===== config.mk =====
export PLATFORM = sky130hd
export DESIGN_NAME = seg7_readback
export DESIGN_NICKNAME = d
export VERILOG_FILES = /design/src/rtl/seg7_readback.sv
export SDC_FILE = /design/constraint.sdc
export NUM_CORES = 1
export LEC_CHECK = 0
export BUFFER_PORTS_ARGS = -buffer_cell sky130_fd_sc_hd__clkbuf_2
export CAP_MARGIN = 20
export CORE_MARGIN = 2
export CORE_UTILIZATION = 50
export CTS_CLUSTER_DIAMETER = 60
export DETAILED_ROUTE_END_ITERATION = 16
export GPL_TIMING_DRIVEN = 0
export PLACE_DENSITY = 0.68
export SLEW_MARGIN = 20
export SYNTH_ARGS = -nofsm -noshare
export SYNTH_HDL_FRONTEND = slang
export SYNTH_SLANG_ARGS = --single-unit
export TNS_END_PERCENT = 30

===== constraint.sdc =====
create_clock -name clk_d -period 4.36 [get_ports clk_d]
set_input_delay 0.218 -clock clk_d [delete_from_list [all_inputs] [get_ports clk_d]]
set_output_delay 0.218 -clock clk_d [all_outputs]
set_load 0.02 [all_outputs]

===== src/rtl/seg7_readback.sv =====
// seg7_readback: recovers the binary value shown on a multiplexed 4-digit
// 7-segment display by sampling its active-low segment and digit buses.
// A capture FSM follows the scan (pos0..pos3), a snapshot decouples the
// finished frame from the next scan, and a 14-bit accumulator folds the
// digits with one multiply-add per clock.
// Optional feature: define SEG7_RB_STABLE_EN to report a value only when two
// consecutive good frames decode to the same result.
module seg7_readback (
    input  logic       clk_d,
    input  logic       reset,
    input  logic [6:0] codificacion,
    input  logic [3:0] digito,
    output logic [9:0] valor,
    output logic       valido,
    output logic       ovf,
    output logic       err_frame,
    output logic       err_seg
);

    // State encoding equals the digit position expected next.
    typedef enum logic [1:0] {WAIT, CAP1, CAP2, CAP3} state_t;

    // Returns {legal digit, blank, value}; an illegal pattern returns all zero.
    function automatic logic [5:0] seg_decode(input logic [6:0] pat);
        case (pat)
            7'b0000001: seg_decode = 6'b10_0000;
            7'b1001111: seg_decode = 6'b10_0001;
            7'b0010010: seg_decode = 6'b10_0010;
            7'b0000110: seg_decode = 6'b10_0011;
            7'b1001100: seg_decode = 6'b10_0100;
            7'b0100100: seg_decode = 6'b10_0101;
            7'b0100000: seg_decode = 6'b10_0110;
            7'b0001111: seg_decode = 6'b10_0111;
            7'b0000000: seg_decode = 6'b10_1000;
            7'b0000100: seg_decode = 6'b10_1001;
            7'b1111111: seg_decode = 6'b01_0000;
            default:    seg_decode = 6'b00_0000;
        endcase
    endfunction

    // Returns {one-cold code recognised, position index}.
    function automatic logic [2:0] pos_decode(input logic [3:0] dig);
        case (dig)
            4'b1110: pos_decode = 3'b100;
            4'b1101: pos_decode = 3'b101;
            4'b1011: pos_decode = 3'b110;
            4'b0111: pos_decode = 3'b111;
            default: pos_decode = 3'b000;
        endcase
    endfunction

    function automatic logic [13:0] mac10(input logic [13:0] acc, input logic [3:0] dig);
        mac10 = acc * 14'd10 + {10'd0, dig};
    endfunction

    function automatic logic [9:0] sat10(input logic [13:0] v);
        sat10 = (v > 14'd1023) ? 10'h3FF : v[9:0];
    endfunction

    state_t            state_q, state_d;
    logic [3:0][3:0]   dig_q, dig_d;
    logic [3:0]        blk_q, blk_d;
    logic              bad_q, bad_d;
    logic [3:0][3:0]   snap_q, snap_d;
    logic [13:0]       acc_q, acc_d;
    logic [2:0]        step_q, step_d;
    logic [9:0]        valor_q, valor_d;
    logic              valido_q, valido_d;
    logic              ovf_q, ovf_d;
    logic              err_frame_q, err_frame_d;
    logic              err_seg_q, err_seg_d;

    logic              pos_ok, dig_legal, dig_blank, capture, new_frame, seg_ok, lower_blank;
    logic [1:0]        pos_idx, exp_idx, prev_idx;
    logic [3:0]        dig_val, cap_val, lower_mask;
    logic              load;
    logic [3:0][3:0]   frame_digits;
    logic              res_vld, publish;
    logic [13:0]       res_val;

`ifdef SEG7_RB_STABLE_EN
    logic              hist_vld_q, hist_vld_d;
    logic [13:0]       hist_val_q, hist_val_d;
`endif

    // Scan-following capture FSM: position checks, segment legality, frame status.
    always_comb begin
        {pos_ok, pos_idx} = pos_decode(digito);
        {dig_legal, dig_blank, dig_val} = seg_decode(codificacion);
        exp_idx     = state_q;
        prev_idx    = exp_idx - 2'd1;
        state_d     = state_q;
        dig_d       = dig_q;
        blk_d       = blk_q;
        bad_d       = bad_q;
        capture     = 1'b0;
        err_frame_d = 1'b0;
        err_seg_d   = 1'b0;
        if (state_q == WAIT) begin
            if (pos_ok && pos_idx == 2'd0) begin
                capture = 1'b1;
                state_d = CAP1;
            end
        end else if (pos_ok && pos_idx == exp_idx) begin
            capture = 1'b1;
            state_d = state_t'(exp_idx + 2'd1);
        end else if (pos_ok && pos_idx == prev_idx) begin
            capture = 1'b1;
        end else begin
            // Scan violation; a pos0 sample restarts a frame in the same cycle.
            err_frame_d = 1'b1;
            if (pos_ok && pos_idx == 2'd0) begin
                capture = 1'b1;
                state_d = CAP1;
            end else begin
                state_d = WAIT;
            end
        end
        // A digit above any already-captured blank makes that blank non-leading.
        lower_mask  = (4'b0001 << pos_idx) - 4'b0001;
        lower_blank = |(blk_q & lower_mask);
        seg_ok      = dig_legal ? !lower_blank : (dig_blank && pos_idx != 2'd0);
        cap_val     = dig_legal ? dig_val : 4'd0;
        new_frame   = capture && pos_idx == 2'd0;
        if (capture) begin
            dig_d[pos_idx] = cap_val;
            if (new_frame) begin
                blk_d = {3'b000, dig_blank};
            end else begin
                blk_d[pos_idx] = dig_blank;
            end
            bad_d     = (new_frame ? 1'b0 : bad_q) | !seg_ok;
            err_seg_d = !seg_ok;
        end
        frame_digits    = dig_q;
        frame_digits[3] = cap_val;
        load = capture && pos_idx == 2'd3 && !bad_q && seg_ok;
    end

    // Snapshot and iterative accumulation: result ready on the 4th edge after load.
    always_comb begin
        acc_d   = acc_q;
        step_d  = step_q;
        snap_d  = snap_q;
        res_vld = 1'b0;
        res_val = 14'd0;
        case (step_q)
            3'd1: begin acc_d = mac10(14'd0, snap_q[3]); step_d = 3'd2; end
            3'd2: begin acc_d = mac10(acc_q, snap_q[2]); step_d = 3'd3; end
            3'd3: begin acc_d = mac10(acc_q, snap_q[1]); step_d = 3'd4; end
            3'd4: begin
                res_val = mac10(acc_q, snap_q[0]);
                res_vld = 1'b1;
                step_d  = 3'd0;
            end
            default: ;
        endcase
        if (load) begin
            snap_d = frame_digits;
            step_d = 3'd1;
        end
    end

    // Result publication, saturation and optional stability filter.
    always_comb begin
`ifdef SEG7_RB_STABLE_EN
        hist_vld_d = hist_vld_q;
        hist_val_d = hist_val_q;
        publish    = res_vld && hist_vld_q && (hist_val_q == res_val);
        if (res_vld) begin
            hist_vld_d = 1'b1;
            hist_val_d = res_val;
        end
        if (err_frame_d || err_seg_d) begin
            hist_vld_d = 1'b0;
        end
`else
        publish = res_vld;
`endif
        valido_d = publish;
        valor_d  = publish ? sat10(res_val) : valor_q;
        ovf_d    = publish ? (res_val > 14'd1023) : ovf_q;
    end

    // All state registers; reset discards any frame in flight.
    always_ff @(posedge clk_d or negedge reset) begin
        if (!reset) begin
            state_q     <= WAIT;
            dig_q       <= '0;
            blk_q       <= '0;
            bad_q       <= 1'b0;
            snap_q      <= '0;
            acc_q       <= '0;
            step_q      <= '0;
            valor_q     <= '0;
            valido_q    <= 1'b0;
            ovf_q       <= 1'b0;
            err_frame_q <= 1'b0;
            err_seg_q   <= 1'b0;
`ifdef SEG7_RB_STABLE_EN
            hist_vld_q  <= 1'b0;
            hist_val_q  <= '0;
`endif
        end else begin
            state_q     <= state_d;
            dig_q       <= dig_d;
            blk_q       <= blk_d;
            bad_q       <= bad_d;
            snap_q      <= snap_d;
            acc_q       <= acc_d;
            step_q      <= step_d;
            valor_q     <= valor_d;
            valido_q    <= valido_d;
            ovf_q       <= ovf_d;
            err_frame_q <= err_frame_d;
            err_seg_q   <= err_seg_d;
`ifdef SEG7_RB_STABLE_EN
            hist_vld_q  <= hist_vld_d;
            hist_val_q  <= hist_val_d;
`endif
        end
    end

    assign valor     = valor_q;
    assign valido    = valido_q;
    assign ovf       = ovf_q;
    assign err_frame = err_frame_q;
    assign err_seg   = err_seg_q;

endmodule


==> results.md <==
* Critical Path End Type: register
* Antenna Violating Nets Remaining at 0
* Final Cycle Share at between 90 and 100%
* Longest Clk Path Bufs at 2
* I/O pin count at 27
* Worst hold start: codificacion[6]
* Core ar. at 8090 µm²
* Placed cells at ~540
* Max-Cap Viols at 0
* Slowest CP cell: mux2i_2
* Fin Hold WS at about 0.29 ns
* Detailed Route WL at between 8000 and 9000 µm
* Synth unique cells at 59
* DP Area at 4380 µm²
* Gpl congestion at 0.892
* FMAX at about 250 MHz
* Ys Warns at 0
* Clock root cell: clkbuf_8
* Slew Limit Fails at 0
* CTS tree: built
* Vias in the first global route at roughly 3,100
* Clock Pin Slew Worst Setup and Hold Paths at around 0.08 ns
* Initial Util at roughly 51%
* FF-to-FF Start: acc_q[1]
* Number of synthesized flops with an enable pin at 0
* Area leader, netlist: dfrtp_1
* Ys flop type: dfrtp_1
* Clock skew at about 0.01 ns
* Post-route DRC at 0
* Worst slew margin at between 30% and 40%
* Post-DP HPWL at between 6000 and 7000 µm
* Critical path data arrival time at between 4 and 5 ns
* Global-route wire length before repair at 14,800 µm
* Crit-path cells: ha_1, ha_1, inv_1, fa_1, nor2b_1, o22ai_1, xnor2_1, nand4_1, nor4_1, mux2i_2, a31oi_1
* Final Util at 57.1%
* Worst setup margin at 0.413 ns
* Reg2Reg Setup Slack at 0.41 ns
* TritonCTS buffer count at 9
* RSZ-0062 raised after global routing: false
* Hold Path Class: in -> reg
* Drt via density at between 5 and 6
* FP Rows at 33
* Post-Layout Cell Count at about 560
* Setup crit end: valor[0]
* Mapped Nets at 460
* Run status: completed
* Worst-margin pin slew at about 1.0 ns
* Initial antenna violation count at 0
* VDD IR max at around 0.17 mV
* Critical path peak fanout at 10
* Minimum clock period at between 3 and 4 ns
* Leakage at roughly 2.2 nW
* Worst R2R Path Depth at 11
* Die span in x at about 95 µm
* Async set or reset register ratio after synthesis at 100%
* Crit path top cell by count: ha_1
* PnR Total Power at ~2.6 mW
* Most frequent cell after synthesis: dfrtp_1
* Synth top cells by count: 64 x dfrtp_1, 39 x nand2_1, 33 x nor2_1
* Die height at 94.9 µm
* Share of layout cells above drive strength 1 at 19.5%
* Tot GR Track Use at 21.1%
* Setup_tns at 0 ns
* Syn_area_per_cell at slightly below 10 µm²
* Buffers on Ports at 20
* Max H-tree Level at 3
* Post-Syn Instances at between 400 and 500
* DR vias at about 3,200
* Reg2reg end: valor[0]
* Wire length per cell at roughly 15 µm
* Design area at around 4600 µm²
* Register area share after synthesis at a little under 40%
* Gr ovfl total at 0
* Crit path launch type: register
* Power density cells at between 500 and 600 nW/µm²
* Die ar. at 9000 µm²
* Worst setup path startpoint: acc_q[1]
* Flops & latches, synth at 64
* Clock Latency Late Sink at between 0.3 and 0.4 ns
* Setup Viol. Count Final at 0
* Top cells by area, synth: dfrtp_1 39%, ha_1 7.9%, mux2_2 5.7%
* # diodes at 0
* Largest net degree at the start of global routing at 37
* Fin. Hold Viols at 0
* Clock sinks at 64
* Pre-CTS setup slack at between 0.3 and 0.4 ns
* DR iter-0 viols at approximately 110
* Critical Path Max Stage Delay at 0.56 ns
* Pre-Repair DR Iteration Count at 4
* Synthesized area at just over 4000 µm²
* Share of the synthesized area in the top cell type at 38.8%
* Critical path data required time at 4.57 ns
* Crit Path Class: reg -> reg
* Nets at slightly below 500
* Setup Buffers After CTS at 0
* Layout area overhead at 12.0%
## worst min path at each step
stage	cells past startpoint	end	slack, ns
floorplan	0	acc_q[0]	-0.08
global placement	1	bad_q	0.46
detailed placement	1	step_q[2]	0.21
CTS	4	dig_q[3]	0.28
global route	4	dig_q[3]	0.31
finish	4	dig_q[3]	0.29
## placed cells by master (no fill, tap or decap), drive strengths merged, types with 5 or more instances in the layout
cell type  count
nor2b          9
nand4          5
inv           20
ha            26
xnor2         17
nor2          33
or2            5
nor3           7
clkbuf        37
nand2         39
or4            5
a22o          11
mux2          28
buf           12
dfrtp         64
a31oi         12
a21o           7
xor2          13
a21oi         17
o21ai         16
nand3          7
## layout make-up
type / count / area [µm²]
buffer: 18 / 110
clock inverter: 6 / 91.3
fill: 740 / 3470
tap: 105 / 131
timing repair buffer: 22 / 133
multi-input combinational: 317 / 2350
sequential: 64 / 1600
inverter: 19 / 71.3
clock buffer: 10 / 138
## timing repair
action                     CTS  global route
hold endpoints to repair    28             0
resized for setup            0             1
hold buffers                 1             0
setup endpoints to repair    0             1
## sequential cells by signal, summed over array words and instances (netlist names)
name and flops:
acc_q 13, ovf 1, valor 10, blk_q 3, bad_q 1, exp_idx 2, snap_q 16, dig_q 12
err_frame 1, step_q 3, valido 1, err_seg 1
## logic make-up after synthesis
logic type	Yosys count	synth area share [%]
buffers and inverters	37	4.40
adders and majority gates	29	9.34
AOI/OAI and AO/OA	93	15.9
DFF	64	38.8
xor gates and xnor gates	30	6.37
and+or+nand+nor	134	16.2
muxes	31	9.00
## per-layer routing
layer	GRT usage [%]	up-vias	part of all wire [%]
li1	-	1577	-
met3	4.23	18	3.0
met2	37.9	51	51
met5	0	-	0
met1	24.6	1530	44
met4	8.33	0	1.8
## critical path, delay by kind of cell, from the launching register on
| kind | cells | cell delay (ns) |
|---|---|---|
| xor+xnor | 1 | 0.41 |
| flops | 1 | 0.49 |
| mux | 1 | 0.56 |
| compound gates | 2 | 0.31 |
| simple gates | 3 | 1.07 |
| buf+inv | 1 | 0.06 |
| fa+ha+maj | 3 | 0.92 |
## where the power goes
part	total (mW)	internal, mW	leakage, nW	switching [mW]
logic	1.21	0.467	1.27	0.745
clock network	0.582	0.340	0.117	0.242
registers	0.780	0.711	0.822	0.0693
total	2.57	1.52	2.21	1.06
No activity file was read; power rests on OpenSTA's default activity.
